### config.mk
export PLATFORM = sky130hd
export DESIGN_NAME = fas_frame_ctrl
export DESIGN_NICKNAME = d
export VERILOG_FILES = /design/src/rtl/fas_pkg.sv /design/src/rtl/fas_pingpong_buf.sv /design/src/rtl/fas_frame_ctrl.sv
export SDC_FILE = /design/constraint.sdc
export NUM_CORES = 1
export LEC_CHECK = 0
export BUFFER_PORTS_ARGS = -buffer_cell sky130_fd_sc_hd__buf_2
export CAP_MARGIN = 5
export CORE_MARGIN = 5
export CORE_UTILIZATION = 40
export CTS_CLUSTER_SIZE = 16
export DETAILED_ROUTE_END_ITERATION = 8
export SYNTH_ARGS = -nofsm -noshare
export SYNTH_HDL_FRONTEND = slang
export SYNTH_SLANG_ARGS = --single-unit
export TNS_END_PERCENT = 50
### constraint.sdc
create_clock -name clk -period 2.43 [get_ports clk]
set_input_delay 0.486 -clock clk [delete_from_list [all_inputs] [get_ports clk]]
set_output_delay 0.486 -clock clk [all_outputs]
set_load 0.01 [all_outputs]
### src/rtl/fas_pkg.sv
// Shared definitions for the FAS frame sequencer: sample width, default
// frame geometry and the sequencer state encoding.
package fas_pkg;

    localparam int SAMPLE_W       = 16;
    localparam int FRAME_LEN_DEF  = 16;
    localparam int NUM_FRAMES_DEF = 64;

    typedef logic [1:0] fas_state_t;

    localparam fas_state_t ST_IDLE   = 2'd0;
    localparam fas_state_t ST_START  = 2'd1;
    localparam fas_state_t ST_WAIT   = 2'd2;
    localparam fas_state_t ST_FINISH = 2'd3;

endpackage

### src/rtl/fas_pingpong_buf.sv
// Two-bank sample buffer with write pointer, per-bank full flags and overflow
// detection. Optional saturating drop counter under FAS_CTRL_OVF_CNT_EN.
module fas_pingpong_buf
    import fas_pkg::*;
#(
    parameter int FRAME_LEN = FRAME_LEN_DEF
) (
    input  logic                          clk,
    input  logic                          rst_n,
    input  logic                          wr_en_i,
    input  logic [SAMPLE_W-1:0]           wr_data_i,
    input  logic                          free_i,
    input  logic                          rd_bank_i,
    output logic [SAMPLE_W*FRAME_LEN-1:0] rd_frame_o,
    output logic [1:0]                    bank_full_o,
    output logic                          ovf_o,
    output logic [7:0]                    ovf_cnt_o
);

    localparam int PTR_W = $clog2(FRAME_LEN);

    logic                wr_bank_q, wr_bank_d;
    logic [PTR_W-1:0]    wr_ptr_q, wr_ptr_d;
    logic [1:0]          full_q, full_d;
    logic                ovf_q, ovf_d;
    logic [SAMPLE_W-1:0] mem_q [2][FRAME_LEN];
    logic                wr_blocked;
    logic                do_write;
    logic                drop;

    // NOTE: every variable assigned here gets a default first so no latch is inferred.
    always_comb begin
        // A bank freed this cycle accepts the arriving sample.
        wr_blocked = full_q[wr_bank_q] && !(free_i && (rd_bank_i == wr_bank_q));
        do_write   = wr_en_i && !wr_blocked;
        drop       = wr_en_i && wr_blocked;
        full_d     = full_q;
        wr_ptr_d   = wr_ptr_q;
        wr_bank_d  = wr_bank_q;
        ovf_d      = ovf_q | drop;
        if (free_i) begin
            full_d[rd_bank_i] = 1'b0;
        end
        if (do_write) begin
            if (wr_ptr_q == PTR_W'(FRAME_LEN - 1)) begin
                wr_ptr_d          = '0;
                full_d[wr_bank_q] = 1'b1;
                wr_bank_d         = ~wr_bank_q;
            end else begin
                wr_ptr_d = wr_ptr_q + PTR_W'(1);
            end
        end
    end

    // NOTE: state registers use non-blocking assignments so all flops update together.
    always_ff @(posedge clk or negedge rst_n) begin
        if (!rst_n) begin
            wr_bank_q <= 1'b0;
            wr_ptr_q  <= '0;
            full_q    <= '0;
            ovf_q     <= 1'b0;
        end else begin
            wr_bank_q <= wr_bank_d;
            wr_ptr_q  <= wr_ptr_d;
            full_q    <= full_d;
            ovf_q     <= ovf_d;
        end
    end

    // NOTE: the banks are reset so frame_d reads zero after reset; this costs a
    // reset net on every storage bit and keeps the array out of RAM macros.
    always_ff @(posedge clk or negedge rst_n) begin
        if (!rst_n) begin
            for (int b = 0; b < 2; b++) begin
                for (int k = 0; k < FRAME_LEN; k++) begin
                    mem_q[b][k] <= '0;
                end
            end
        end else if (do_write) begin
            mem_q[wr_bank_q][wr_ptr_q] <= wr_data_i;
        end
    end

    always_comb begin
        rd_frame_o = '0;
        for (int k = 0; k < FRAME_LEN; k++) begin
            rd_frame_o[k*SAMPLE_W +: SAMPLE_W] = mem_q[rd_bank_i][k];
        end
    end

    assign bank_full_o = full_q;
    assign ovf_o       = ovf_q;

`ifdef FAS_CTRL_OVF_CNT_EN
    logic [7:0] ovf_cnt_q;

    always_ff @(posedge clk or negedge rst_n) begin
        if (!rst_n) begin
            ovf_cnt_q <= '0;
        end else if (drop && (ovf_cnt_q != 8'hFF)) begin
            ovf_cnt_q <= ovf_cnt_q + 8'd1;
        end
    end

    assign ovf_cnt_o = ovf_cnt_q;
`else
    assign ovf_cnt_o = '0;
`endif

endmodule

### src/rtl/fas_frame_ctrl.sv
// FAS frame sequencer between FIR and FFT: ping-pong framing, FFT launch FSM
// and frame counter. FAS_CTRL_OVF_CNT_EN enables the dropped-sample counter.
module fas_frame_ctrl
    import fas_pkg::*;
#(
    parameter int FRAME_LEN  = FRAME_LEN_DEF,
    parameter int NUM_FRAMES = NUM_FRAMES_DEF
) (
    input  logic                          clk,
    input  logic                          rst,
    input  logic                          fir_valid,
    input  logic [SAMPLE_W-1:0]           fir_d,
    input  logic                          fft_valid,
    output logic                          fft_start,
    output logic [SAMPLE_W*FRAME_LEN-1:0] frame_d,
    output logic [$clog2(NUM_FRAMES)-1:0] frame_idx,
    output logic                          done,
    output logic                          ovf,
    output logic [7:0]                    ovf_cnt
);

    localparam int IDX_W = $clog2(NUM_FRAMES);

    fas_state_t       state_q, state_d;
    logic             rd_bank_q, rd_bank_d;
    logic [IDX_W-1:0] idx_q, idx_d;
    logic             free;
    logic [1:0]       bank_full;

    fas_pingpong_buf #(
        .FRAME_LEN (FRAME_LEN)
    ) u_buf (
        .clk         (clk),
        .rst_n       (rst),
        .wr_en_i     (fir_valid && !done),
        .wr_data_i   (fir_d),
        .free_i      (free),
        .rd_bank_i   (rd_bank_q),
        .rd_frame_o  (frame_d),
        .bank_full_o (bank_full),
        .ovf_o       (ovf),
        .ovf_cnt_o   (ovf_cnt)
    );

    always_comb begin
        state_d   = state_q;
        rd_bank_d = rd_bank_q;
        idx_d     = idx_q;
        free      = 1'b0;
        case (state_q)
            ST_IDLE: begin
                if (bank_full[rd_bank_q]) begin
                    state_d = ST_START;
                end
            end
            ST_START: state_d = ST_WAIT;
            ST_WAIT: begin
                if (fft_valid) begin
                    free      = 1'b1;
                    rd_bank_d = ~rd_bank_q;
                    // The last frame keeps its index; the sequencer parks in FINISH.
                    if (idx_q == IDX_W'(NUM_FRAMES - 1)) begin
                        state_d = ST_FINISH;
                    end else begin
                        idx_d   = idx_q + IDX_W'(1);
                        state_d = ST_IDLE;
                    end
                end
            end
            default: state_d = state_q;
        endcase
    end

    always_ff @(posedge clk or negedge rst) begin
        if (!rst) begin
            state_q   <= ST_IDLE;
            rd_bank_q <= 1'b0;
            idx_q     <= '0;
        end else begin
            state_q   <= state_d;
            rd_bank_q <= rd_bank_d;
            idx_q     <= idx_d;
        end
    end

    assign fft_start = (state_q == ST_START);
    assign done      = (state_q == ST_FINISH);
    assign frame_idx = idx_q;

endmodule

==> implementation parameters, run 1 <==
Parameter                              Value

Die
  Core region area    0.05913 sq mm
  Number of top-level pins    293
  Starting density of the core    0.4051
  Std cell rows    89
  Die Wd    254.7 um
  Die area    0.06488 sq mm
  Overall die height    254.7 um

Hold path
  Number of stages on the worst hold path    3
  Worst Min Path Start    fir_valid
  Path type of the worst min-delay path    input pin to flip-flop
  Hold Crit Endpoint    u_buf.ovf_o

Yosys
  Library cell with the highest instance count after synthesis    sky130_fd_sc_hd__mux2_2
  Syn avg cell area    15.52 sq um
  Simple-gate share of the synthesized area    0.02413
  Share of synthesized registers carrying an async set or reset    1.000
  Number of synthesized flops with an enable pin    0
  Dominant combinational cell family by area after synthesis    multiplexers
  Proportion of synthesized area in mux cells    0.3773
  Top cells by instance count after synthesis    672 x sky130_fd_sc_hd__mux2_2, 529 x sky130_fd_sc_hd__dfrtp_1, 95 x sky130_fd_sc_hd__mux2_4
  Number of warnings reported in the yosys synthesis log    0
  Portion of synthesized cell area occupied by the leading cell type    0.5527
  Synth Flop Type    sky130_fd_sc_hd__dfrtp_1
  Area share of fa/ha/maj cells after synthesis    0.004701
  Number of different library cells in the post-synthesis netlist    40
  Most area-hungry cell type in the Yosys netlist    sky130_fd_sc_hd__dfrtp_1
  Mapped Cells    1543
  Fraction of the yosys area taken by sequential cells    0.5527
  Share of the synthesized area in compound gates (AO/OA/AOI/OAI)    0.005328
  Synthesized flop and latch total    529
  Xor and xnor area share after synthesis    0.003239
  Summed instance area of the synthesized netlist    0.02395 sq mm
  Cells taking the most area after synthesis    sky130_fd_sc_hd__dfrtp_1 55%, sky130_fd_sc_hd__mux2_2 32%, sky130_fd_sc_hd__mux2_4 6.0%

Global route
  Wire length of the first global-routing pass    94.59 mm
  Overflow left after global routing    0
  Via count of the first global-routing pass    14966
  Largest net degree at the start of global routing    89
  Antenna violations before repair    0
  Combined global-route utilization of all metal layers    0.1899

STA
  Final hold viol count    0
  Count of pins over their slew limit    0
  Post-route fraction of the period consumed by the critical path    1.036
  Shortest clock period the worst path allows after layout    2516 ps
  Transition time at the pin with the least slew margin    852.5 ps
  Worst max-slew margin expressed relative to the limit    0.4317
  Clock skew after layout    14.46 ps
  Endpoints failing setup    205
  Post-route setup slack    -86.29 ps
  Total negative setup slack    -7137 ps
  Unrepaired setup endpoints after global routing    yes
  Highest achievable clock rate    397.4 MHz

Place
  Number of port buffers    284
  Routability congestion estimate    0.7794
  Post-DP HPWL    38.94 mm
  Count of placed standard cells including taps    2518

Setup path
  Start point of the critical path    rd_bank_q
  Reg2reg path depth    7
  End of the worst register-to-register path    u_buf.mem_q[491]
  FF-to-FF Start    rd_bank_q
  Element type at the critical path start    flip-flop
  Required time of the critical path    1940 ps
  Critical path's slowest cell    sky130_fd_sc_hd__dfrtp_4
  Largest stage delay on the critical path    520 ps
  Critical path class    flip-flop to output pin
  Crit path cell chain    buf_16 -> buf_8 -> buf_16 -> mux2_4 -> buf_6
  Largest fanout on the critical path    8
  Data arrival time of the critical path    2030 ps
  Most frequent cell on the critical path    sky130_fd_sc_hd__buf_16
  Reg2Reg Setup Slack    40 ps
  Worst setup EP type    output pin

Flow run
  Maximum capacitance violations    0

Clocking
  Total clock buffers created by CTS    58
  Root Driver    sky130_fd_sc_hd__clkbuf_16
  Clock insertion delay at the later pin of the skew report    610 ps
  CTS tree    built
  Clock Pin Slew Worst Setup and Hold Paths    60 ps
  H-tree depth    2
  CTS max path bufs    3
  Number of sinks handled by clock tree synthesis    529

Detailed routing
  Max layer used    met4
  Routed met2 length    30.37 mm
  First DRT Iteration DRCs    475
  Count of vias placed by the detailed router    13800
  Routed met1 length    29.75 mm
  Router iterations before antenna repair    4
  Post-detailed-routing wire length    63.96 mm
  Avg WL per Cell    24.03 um
  Met3 Routed Length    2.553 mm
  Number of antenna-violating nets in the routed design    0
  DRC Markers    0
  Via density per instance    5.186

Pwr
  Static Leakage    0.01500 uW
  Worst ir drop on vdd    0.7404 mV
  Power per unit of standard cell area    1339 mW/mm^2
  Overall power    39440 uW

Final layout
  Layout Cells excl Fill    2661
  ANT cells    0
  Fraction of final layout cells with drive strength greater than 1    0.6727
  Signed area change from the synthesized netlist to the final layout    23.00%
  Final core area utilization    0.4983
  Number of nets in the final layout    1868
  Filler cell count in the final layout    5038

Run status
  Status    complete, but fails checks
  Violated checks    negative setup slack
per-stage QoR:
step                instance area [sq um]  hold WS, ps  setup WS (ps)
floorplan                           23980        190.4          214.3
global placement                    26190        448.4          22.14
detailed placement                  26190        455.8         -3.421
CTS                                 29060        119.3         -197.1
global route                        29460        158.0         -153.6
finish                              29460        172.6         -86.29
where the power goes:
part	switching, uW	internal, uW
clock	3610	6040
combinational	7020	8990
sequential	1680	12100
total	12300	27100
layer usage:
metal,vias up,global-route usage
li1,6087,-
met1,7360,0.2677
met2,271,0.3115
met3,82,0.03090
met4,0,0.04410
met5,-,0
final cells by class:
type	instances	area (sq um)	area share
Inverter	6	22.52	0.0007644
Multi-Input combinational cell	879	10020	0.3400
Timing Repair Buffer	365	3075	0.1044
Clock inverter	27	394.1	0.01338
Sequential cell	529	13240	0.4494
Tap cell	773	967.2	0.03283
Clock buffer	82	1745	0.05924
registers in the layout (all words and copies together), names as in the netlist:
register and cells:
rd_bank_q 1, state_q 2, u_buf.mem_q 512, u_buf.wr_bank_q 1, u_buf.ovf_o 1, frame_idx 6, u_buf.wr_ptr_q 4, u_buf.bank_full_o 2
timing repair:
action / 4_1_cts / 5_1_grt
hold buffers: 1 / 0
setup buffers: 9 / 5
cloned: 11 / 10
resized for setup: 64 / 39
endpoints found under the hold margin: 37 / 0
endpoints found under the setup margin: 260 / 377
pin swaps: 0 / 1
logic make-up (layout without fill, tap and decap cells):
kind of cell	after synthesis	count (layout)
flip-flops	529	529
XOR/XNOR	8	8
AND/OR/NAND/NOR	67	67
adder cells (fa/ha/maj)	9	9
buffers and inverters	142	480
multiplexers	771	771
AO/OA/AOI/OAI	16	16
other	1	8
layout by cell type, fill, tap and decap left out, types with 5 or more instances in the layout:
master	netlist	final
sky130_fd_sc_hd__clkbuf_16	0	68
sky130_fd_sc_hd__buf_16	0	15
sky130_fd_sc_hd__bufinv_16	0	10
sky130_fd_sc_hd__and3_1	14	12
sky130_fd_sc_hd__nand3_2	6	6
sky130_fd_sc_hd__nand3_1	5	5
sky130_fd_sc_hd__inv_1	6	6
sky130_fd_sc_hd__buf_6	22	66
sky130_fd_sc_hd__buf_4	9	36
sky130_fd_sc_hd__ha_1	9	9
sky130_fd_sc_hd__dfrtp_1	529	528
sky130_fd_sc_hd__nand4_1	6	6
sky130_fd_sc_hd__clkinv_2	0	14
sky130_fd_sc_hd__buf_12	1	13
sky130_fd_sc_hd__mux2_2	672	663
sky130_fd_sc_hd__xnor2_1	6	6
sky130_fd_sc_hd__clkbuf_1	80	7
sky130_fd_sc_hd__nand2_2	8	9
sky130_fd_sc_hd__conb_1	1	8
sky130_fd_sc_hd__clkbuf_8	0	14
sky130_fd_sc_hd__mux2_4	95	104
sky130_fd_sc_hd__nand2_1	7	6
sky130_fd_sc_hd__buf_2	24	222
sky130_fd_sc_hd__nand3_4	14	14
worst max-delay path, delay by kind of cell, from the launching register on:
family | cells | cell delay, ps
buffers and inverters | 4 | 580
DFF | 1 | 520
muxes | 1 | 320
how the worst max path moves through the flow:
stage	end	slack [ps]	depth (start not counted)
3_3_place_gp	u_buf.mem_q[206]	20	8
5_1_grt	frame_d[202]	-150	5
4_1_cts	frame_d[111]	-200	4
6_report	frame_d[48]	-90	5
2_1_floorplan	u_buf.mem_q[213]	210	8
3_5_place_dp	u_buf.mem_q[203]	-3	8
No activity file was read; power rests on OpenSTA's default activity.
==> run 2: changes to the inputs <==
--- a/config.mk
+++ b/config.mk
@@ -13,5 +13,6 @@
 export DETAILED_ROUTE_END_ITERATION = 8
 export SYNTH_ARGS = -nofsm -noshare
 export SYNTH_HDL_FRONTEND = slang
+export SYNTH_HIERARCHICAL = 1
 export SYNTH_SLANG_ARGS = --single-unit
 export TNS_END_PERCENT = 50
==> run 2 against run 1 <==
Effect of this change: the run still ends with negative setup slack left; sequential cell count stayed put; cell area is 4.2% higher; worst hold slack better by 170 ps; clock skew is 5.1 ps higher; clock-buffer cell count is 9 higher; die area is 0.59% lower; utilization is 2.2 points higher; critical path depth stayed put; non-clock buffer count is 21 higher; global-route usage is 0.056 points lower; critical path type unchanged; largest cell class unchanged.
==> implementation parameters, run 2 <==
Parameter                              Value

Clocking
  Total clock buffers created by CTS    57 (was 58)
  CTS tree    built (unchanged)
  Root Driver    sky130_fd_sc_hd__clkbuf_16 (unchanged)
  CTS max path bufs    3 (unchanged)
  Clock Pin Slew Worst Setup and Hold Paths    60 ps (about the same)
  H-tree depth    2 (unchanged)
  Number of sinks handled by clock tree synthesis    529 (unchanged)
  Clock insertion delay at the later pin of the skew report    600 ps (was 610 ps)

Final layout
  Commonest cells after routing, fill and taps aside    597 x sky130_fd_sc_hd__mux2_2, 528 x sky130_fd_sc_hd__dfrtp_1, 171 x sky130_fd_sc_hd__mux2_4, 146 x sky130_fd_sc_hd__buf_2, 139 x sky130_fd_sc_hd__buf_6 (was 663 x sky130_fd_sc_hd__mux2_2, 528 x sky130_fd_sc_hd__dfrtp_1, 222 x sky130_fd_sc_hd__buf_2, 104 x sky130_fd_sc_hd__mux2_4, 68 x sky130_fd_sc_hd__clkbuf_16)
  Fraction of final layout cells with drive strength greater than 1    0.6775 (was 0.6727)
  Area of all placed cells without fillers    0.03071 sq mm (was 0.02946 sq mm)
  Commonest non-fill, non-tap cell in the layout    sky130_fd_sc_hd__mux2_2 (unchanged)
  Most flop-heavy register    u_buf/mem_q (was u_buf.mem_q)
  Number of nets in the final layout    1894 (was 1868)
  ANT cells    0 (unchanged)
  Final core area utilization    0.5203 (was 0.4983)
  Layout Cells excl Fill    2683 (was 2661)
  Signed area change from the synthesized netlist to the final layout    28.98% (was 23.00%)
  Number of flip-flops under the largest register name    512 (unchanged)

Yosys
  Number of different library cells in the post-synthesis netlist    49 (was 40)
  Share of synthesized registers carrying an async set or reset    1.000 (unchanged)
  Number of warnings reported in the yosys synthesis log    6 (was 0)
  Cells taking the most area after synthesis    sky130_fd_sc_hd__dfrtp_1 56%, sky130_fd_sc_hd__mux2_2 35%, sky130_fd_sc_hd__mux2_4 1.9% (was sky130_fd_sc_hd__dfrtp_1 55%, sky130_fd_sc_hd__mux2_2 32%, sky130_fd_sc_hd__mux2_4 6.0%)
  Proportion of synthesized area in mux cells    0.3713 (was 0.3773)
  Share of the synthesized area in compound gates (AO/OA/AOI/OAI)    0.009460 (was 0.005328)
  Syn avg cell area    15.48 sq um (was 15.52 sq um)
  Synth Flop Type    sky130_fd_sc_hd__dfrtp_1 (unchanged)
  Mapped Cells    1538 (was 1543)
  Dominant combinational cell family by area after synthesis    multiplexers (unchanged)
  Number of synthesized flops with an enable pin    0 (unchanged)
  Portion of synthesized cell area occupied by the leading cell type    0.5561 (was 0.5527)
  Simple-gate share of the synthesized area    0.02691 (was 0.02413)
  Top cells by instance count after synthesis    738 x sky130_fd_sc_hd__mux2_2, 529 x sky130_fd_sc_hd__dfrtp_1, 60 x sky130_fd_sc_hd__clkbuf_1 (was 672 x sky130_fd_sc_hd__mux2_2, 529 x sky130_fd_sc_hd__dfrtp_1, 95 x sky130_fd_sc_hd__mux2_4)
  Synthesized flop and latch total    529 (unchanged)
  Xor and xnor area share after synthesis    0.001104 (was 0.003239)
  Area share of fa/ha/maj cells after synthesis    0.004730 (was 0.004701)
  Library cell with the highest instance count after synthesis    sky130_fd_sc_hd__mux2_2 (unchanged)
  Fraction of the yosys area taken by sequential cells    0.5561 (was 0.5527)
  Summed instance area of the synthesized netlist    0.02381 sq mm (was 0.02395 sq mm)
  Most area-hungry cell type in the Yosys netlist    sky130_fd_sc_hd__dfrtp_1 (unchanged)

STA
  Transition time at the pin with the least slew margin    928.3 ps (was 852.5 ps)
  Highest achievable clock rate    389.8 MHz (was 397.4 MHz)
  Count of pins over their slew limit    0 (unchanged)
  Post-route setup slack    -135.3 ps (was -86.29 ps)
  Post-route fraction of the period consumed by the critical path    1.056 (was 1.036)
  Worst max-slew margin expressed relative to the limit    0.3812 (was 0.4317)
  Unrepaired setup endpoints after global routing    yes (unchanged)
  Clock skew after layout    19.52 ps (was 14.46 ps)
  Endpoints failing setup    244 (was 205)
  Final hold viol count    0 (unchanged)
  Shortest clock period the worst path allows after layout    2565 ps (was 2516 ps)

Die
  Std cell rows    89 (unchanged)
  Die area    0.06450 sq mm (was 0.06488 sq mm)
  Die Wd    254.0 um (was 254.7 um)
  Starting density of the core    0.4034 (was 0.4051)
  Number of top-level pins    293 (unchanged)
  Overall die height    254.0 um (was 254.7 um)
  Core region area    0.05902 sq mm (was 0.05913 sq mm)

Detailed routing
  Number of antenna-violating nets in the routed design    0 (unchanged)
  First DRT Iteration DRCs    667 (was 475)
  DRC Markers    0 (unchanged)
  Count of vias placed by the detailed router    13802 (was 13800)
  Avg WL per Cell    23.43 um (was 24.03 um)
  Post-detailed-routing wire length    62.86 mm (was 63.96 mm)
  Router iterations before antenna repair    4 (unchanged)
  Via density per instance    5.144 (was 5.186)

Pwr
  Combinational fraction of design power    0.449 (was 0.406)
  Worst ir drop on vdd    0.7784 mV (was 0.7404 mV)
  Static Leakage    0.01481 uW (was 0.01500 uW)
  Overall power    42060 uW (was 39440 uW)
  P_int    28850 uW (was 27140 uW)
  Net switching power    13210 uW (was 12300 uW)
  Power per unit of standard cell area    1370 mW/mm^2 (was 1339 mW/mm^2)
  Proportion of total power due to net switching    0.3140 (was 0.3119)
  Flop pwr share    0.339 (was 0.350)
  Proportion of power drawn by the clock network    0.212 (was 0.245)

Hold path
  Path type of the worst min-delay path    input pin to flip-flop (unchanged)

Place
  Instance area at placement    0.02673 sq mm (was 0.02619 sq mm)
  Pre-CTS setup slack    57.64 ps (was -3.421 ps)
  Number of port buffers    284 (unchanged)
  Count of placed standard cells including taps    2549 (was 2518)
  Routability congestion estimate    0.7524 (was 0.7794)
  Post-DP HPWL    40.32 mm (was 38.94 mm)

Run status
  Status    complete, but fails checks (unchanged)
  Violated checks    negative setup slack (unchanged)

Setup path
  Element type at the critical path start    flip-flop (unchanged)
  Largest stage delay on the critical path    570 ps (was 520 ps)
  Largest fanout on the critical path    8 (unchanged)
  Most frequent cell on the critical path    sky130_fd_sc_hd__buf_12 (was sky130_fd_sc_hd__buf_16)
  Critical path's slowest cell    sky130_fd_sc_hd__dfrtp_4 (unchanged)
  Worst setup EP type    output pin (unchanged)
  Crit path cell chain    buf_12 -> buf_12 -> buf_4 -> mux2_4 -> buf_6 (was buf_16 -> buf_8 -> buf_16 -> mux2_4 -> buf_6)
  Critical path class    flip-flop to output pin (unchanged)
  Data arrival time of the critical path    2080 ps (was 2030 ps)
  Required time of the critical path    1940 ps (about the same)

Global route
  Via count of the first global-routing pass    15011 (was 14966)
  Antenna violations before repair    0 (unchanged)
  Overflow left after global routing    0 (unchanged)
  Combined global-route utilization of all metal layers    0.1893 (was 0.1899)
  Largest net degree at the start of global routing    74 (was 89)
  Wire length of the first global-routing pass    93.96 mm (was 94.59 mm)

Flow run
  Maximum capacitance violations    0 (unchanged)
[run 2: power by group through the flow]
stage / combinational (uW) / clock, uW / sequential [uW]
after floorplan: 9860 / 0 / 13600
after global placement: 14800 / 0 / 14000
after detailed placement: 15000 / 0 / 14300
after CTS: 16400 / 9190 / 14200
after global routing: 20100 / 9530 / 14700
final: 18900 / 8920 / 14300
[run 2: worst max-delay path: cells and delay by family (launching register included)]
family	cells	cell delay (ps)
flops	1	570
mux	1	320
buf+inv	4	600
[run 2: final timing paths]
path	from	endpoint	slack (ps)	depth (start not counted)
worst max-delay path	rd_bank_q	frame_d[50]	-140	5
worst min-delay path	fft_valid	frame_idx[5]	340	4
worst max register to register	state_q[0]	u_buf/mem_q[361]	90	8
worst min register to register	u_buf/mem_q[13]	u_buf/mem_q[13]	490	1
max in group asynchronous	rst	u_buf/mem_q[56]	1070	3
min in group asynchronous	rst	u_buf/mem_q[338]	430	2
[run 2: stage by stage]
stage               hold WS [ps]  setup TNS [ps]
floorplan                  190.4               0
global placement           466.3               0
detailed placement         471.1               0
CTS                        293.7          -31700
global route               341.8          -37220
finish                     339.0          -17640
[run 2: final cells by class]
cell class / instances / area, sq um
Fill cell: 4881 / 28310
Timing Repair Buffer: 386 / 4105
Clock buffer: 91 / 1787
Inverter: 6 / 22.52
Sequential cell: 529 / 13240
Multi-Input combinational cell: 885 / 10410
Tap cell: 773 / 967.2
Clock inverter: 13 / 173.9
[run 2: timing repair]
action,4_1_cts,5_1_grt
endpoints found under the hold margin,49,0
endpoints found under the setup margin,236,279
buffers inserted,10,4
resized for setup,66,245
hold buffers,1,0
gates cloned,6,11
[run 2: cell families (layout without fill, tap and decap cells)]
| logic type | after synthesis | count (layout) |
|---|---|---|
| flops | 529 | 529 |
| xor+xnor | 3 | 3 |
| mux | 775 | 775 |
| other cells | 1 | 8 |
| buf+inv | 131 | 496 |
| compound gates | 24 | 24 |
| fa+ha+maj | 9 | 9 |
| simple gates | 66 | 66 |
[run 2: routing by layer]
layer  GRT usage  wire length, um  vias up
met5           0                0        -
met1      0.2616            27640     7343
met2      0.3131            30990      252
li1            -                -     6120
met4     0.04373             1248        0
met3     0.03521             2978       87
==> run 3: changes to the inputs <==
--- a/config.mk
+++ b/config.mk
@@ -5,14 +5,14 @@
 export SDC_FILE = /design/constraint.sdc
 export NUM_CORES = 1
 export LEC_CHECK = 0
-export BUFFER_PORTS_ARGS = -buffer_cell sky130_fd_sc_hd__buf_2
 export CAP_MARGIN = 5
 export CORE_MARGIN = 5
 export CORE_UTILIZATION = 40
 export CTS_CLUSTER_SIZE = 16
 export DETAILED_ROUTE_END_ITERATION = 8
+export DONT_BUFFER_PORTS = 1
 export SYNTH_ARGS = -nofsm -noshare
 export SYNTH_HDL_FRONTEND = slang
 export SYNTH_HIERARCHICAL = 1
 export SYNTH_SLANG_ARGS = --single-unit
-export TNS_END_PERCENT = 50
+export TNS_END_PERCENT = 30
==> run 3 against run 2 <==
Effect of this change: final cell count is 11% lower; worst hold slack worse by 750 ps; sequential power about the same; combinational power decreased by 29%; via count is 8.1% lower; utilization decreased by 5.0 points; wire length is 0.99% lower; total power shrank 13%; register-to-register slack hardly changed; largest cell class unchanged; first-iteration DRC count decreased by 12%; the run ends with negative hold slack, max-slew violations, negative setup slack left; critical path type unchanged; worst setup slack gained 110 ps; global-route usage shrank 0.16 points.
==> implementation parameters, run 3 (same netlist as run 2, synthesis figures left out) <==
Parameter                              Value

Setup path
  Worst setup EP type    output pin (unchanged)
  Element type at the critical path start    flip-flop (unchanged)
  Reg2Reg Setup Slack    100 ps (was 90 ps)
  Required time of the critical path    1940 ps (about the same)
  Critical path class    flip-flop to output pin (unchanged)
  Data arrival time of the critical path    1970 ps (was 2080 ps)
  Largest fanout on the critical path    7 (was 8)

Detailed routing
  Router iterations before antenna repair    4 (unchanged)
  First DRT Iteration DRCs    588 (was 667)
  Count of vias placed by the detailed router    12689 (was 13802)
  Post-detailed-routing wire length    62.24 mm (was 62.86 mm)
  DRC Markers    0 (unchanged)
  Via density per instance    5.311 (was 5.144)
  Avg WL per Cell    26.05 um (was 23.43 um)
  Number of antenna-violating nets in the routed design    0 (unchanged)

Run status
  Status    complete, but fails checks (unchanged)
  Violated checks    negative hold slack, max-slew violations, negative setup slack (was negative setup slack)

Final layout
  Number of flip-flops under the largest register name    512 (unchanged)
  Area of all placed cells without fillers    0.02773 sq mm (was 0.03071 sq mm)
  Commonest cells after routing, fill and taps aside    704 x sky130_fd_sc_hd__mux2_2, 528 x sky130_fd_sc_hd__dfrtp_1, 64 x sky130_fd_sc_hd__clkbuf_16, 64 x sky130_fd_sc_hd__mux2_4, 36 x sky130_fd_sc_hd__buf_12 (was 597 x sky130_fd_sc_hd__mux2_2, 528 x sky130_fd_sc_hd__dfrtp_1, 171 x sky130_fd_sc_hd__mux2_4, 146 x sky130_fd_sc_hd__buf_2, 139 x sky130_fd_sc_hd__buf_6)
  Commonest non-fill, non-tap cell in the layout    sky130_fd_sc_hd__mux2_2 (unchanged)
  Final core area utilization    0.4699 (was 0.5203)
  Fraction of final layout cells with drive strength greater than 1    0.6080 (was 0.6775)
  Filler cell count in the final layout    5104 (was 4881)
  Number of nets in the final layout    1601 (was 1894)
  Most flop-heavy register    u_buf/mem_q (unchanged)
  Signed area change from the synthesized netlist to the final layout    16.49% (was 28.98%)

Global route
  Via count of the first global-routing pass    13631 (was 15011)
  Largest net degree at the start of global routing    530 (was 74)
  Overflow left after global routing    0 (unchanged)
  Antenna violations before repair    4 (was 0)
  Wire length of the first global-routing pass    91.95 mm (was 93.96 mm)
  Combined global-route utilization of all metal layers    0.1877 (was 0.1893)

STA
  Post-route fraction of the period consumed by the critical path    1.011 (was 1.056)
  Worst Hold Margin    -407.3 ps (was 339.0 ps)
  Shortest clock period the worst path allows after layout    2457 ps (was 2565 ps)
  Highest achievable clock rate    406.9 MHz (was 389.8 MHz)
  Final hold viol count    205 (was 0)
  Unrepaired setup endpoints after global routing    yes (unchanged)
  Clock skew after layout    14.01 ps (was 19.52 ps)
  Worst max-slew margin expressed relative to the limit    -0.9383 (was 0.3812)
  Endpoints failing setup    11 (was 244)
  Count of pins over their slew limit    425 (was 0)
  Post-route setup slack    -27.44 ps (was -135.3 ps)
  Transition time at the pin with the least slew margin    2908 ps (was 928.3 ps)

Clocking
  Total clock buffers created by CTS    58 (was 57)
  Number of hold buffers added after cts    19 (was 1)
  H-tree depth    2 (unchanged)
  Clock Pin Slew Worst Setup and Hold Paths    60 ps (about the same)
  Number of sinks handled by clock tree synthesis    529 (unchanged)
  CTS tree    built (unchanged)
  Root Driver    sky130_fd_sc_hd__clkbuf_16 (unchanged)
  Clock insertion delay at the later pin of the skew report    610 ps (was 600 ps)
  CTS max path bufs    3 (unchanged)

Hold path
  Path type of the worst min-delay path    input pin to asynchronous set/reset pin (was input pin to flip-flop)

Pwr
  Static Leakage    0.01279 uW (was 0.01481 uW)
  Worst ir drop on vdd    0.5795 mV (was 0.7784 mV)
  Power per unit of standard cell area    1320 mW/mm^2 (was 1370 mW/mm^2)
  Overall power    36600 uW (was 42060 uW)

Die
  Core region area    0.05902 sq mm (unchanged)
  Std cell rows    89 (unchanged)
  Die Wd    254.0 um (unchanged)
  Number of top-level pins    293 (unchanged)
  Die area    0.06450 sq mm (unchanged)
  Overall die height    254.0 um (unchanged)
  Starting density of the core    0.4034 (unchanged)

Flow run
  Maximum capacitance violations    0 (unchanged)

Place
  Instance area at placement    0.02497 sq mm (was 0.02673 sq mm)
  Routability congestion estimate    0.7453 (was 0.7524)
  Number of port buffers    0 (was 284)
  Post-DP HPWL    36.93 mm (was 40.32 mm)
[run 3: through the flow]
step	setup TNS, ps	std cells	hold slack [ps]	setup WS [ps]
2_1_floorplan	0	1545	190.4	136.9
3_3_place_gp	0	2248	216.6	124.7
3_5_place_dp	0	2248	214.5	57.10
4_1_cts	-7028	2382	-436.6	-109.1
5_1_grt	-6659	2388	-452.1	-90.78
6_report	-167.8	2389	-407.3	-27.44
[run 3: critical path, stage by stage (launching register included)]
cell and delay [ps]:
sky130_fd_sc_hd__dfrtp_4 500, sky130_fd_sc_hd__buf_12 160, sky130_fd_sc_hd__clkbuf_16 190, sky130_fd_sc_hd__clkbuf_16 180, sky130_fd_sc_hd__mux2_4 340
[run 3: metal layers]
layer | vias to the layer above | global-route usage | wire length, um
met1 | 6785 | 0.2511 | 26830
met3 | 86 | 0.05271 | 4064
met5 | - | 0 | 11
li1 | 5538 | - | -
met2 | 278 | 0.3039 | 29830
met4 | 2 | 0.04848 | 1501
[run 3: power breakdown]
part | total (uW) | leakage [uW] | switching (uW) | internal (uW)
clock network | 9010 | 0.000970 | 3560 | 5450
logic | 13400 | 0.00492 | 6350 | 7090
registers | 14100 | 0.00691 | 1800 | 12300
[run 3: cell type report]
type                            instances  area, sq um  area share
Multi-Input combinational cell        885        10010      0.3609
Tap cell                              773        967.2     0.03488
Inverter                                6        22.52   0.0008121
Clock inverter                         16        221.5    0.007986
Antenna cell                            1        2.502  0.00009024
Timing Repair Buffer                   92         1528     0.05509
Sequential cell                       529        13240      0.4775
Clock buffer                           87         1742     0.06280
[run 3: timing repair]
item | CTS | global route
pin swaps | 0 | 1
endpoints found under the hold margin | 642 | 529
cloned | 7 | 7
endpoints found under the setup margin | 214 | 216
resized for setup | 20 | 37
setup buffers | 5 | 0
[run 3: final timing paths]
| check | from | to | cells after the start |
|---|---|---|---|
| worst max-delay path | rd_bank_q | frame_d[236] | 4 |
| worst min register to register | u_buf/mem_q[465] | u_buf/mem_q[465] | 1 |
| min in group clk | fir_d[13] | u_buf/mem_q[221] | 1 |
| max in group asynchronous | rst | rd_bank_q | 0 |
| worst max register to register | state_q[0] | u_buf/mem_q[384] | 8 |
| worst min-delay path | rst | u_buf/mem_q[82] | 0 |
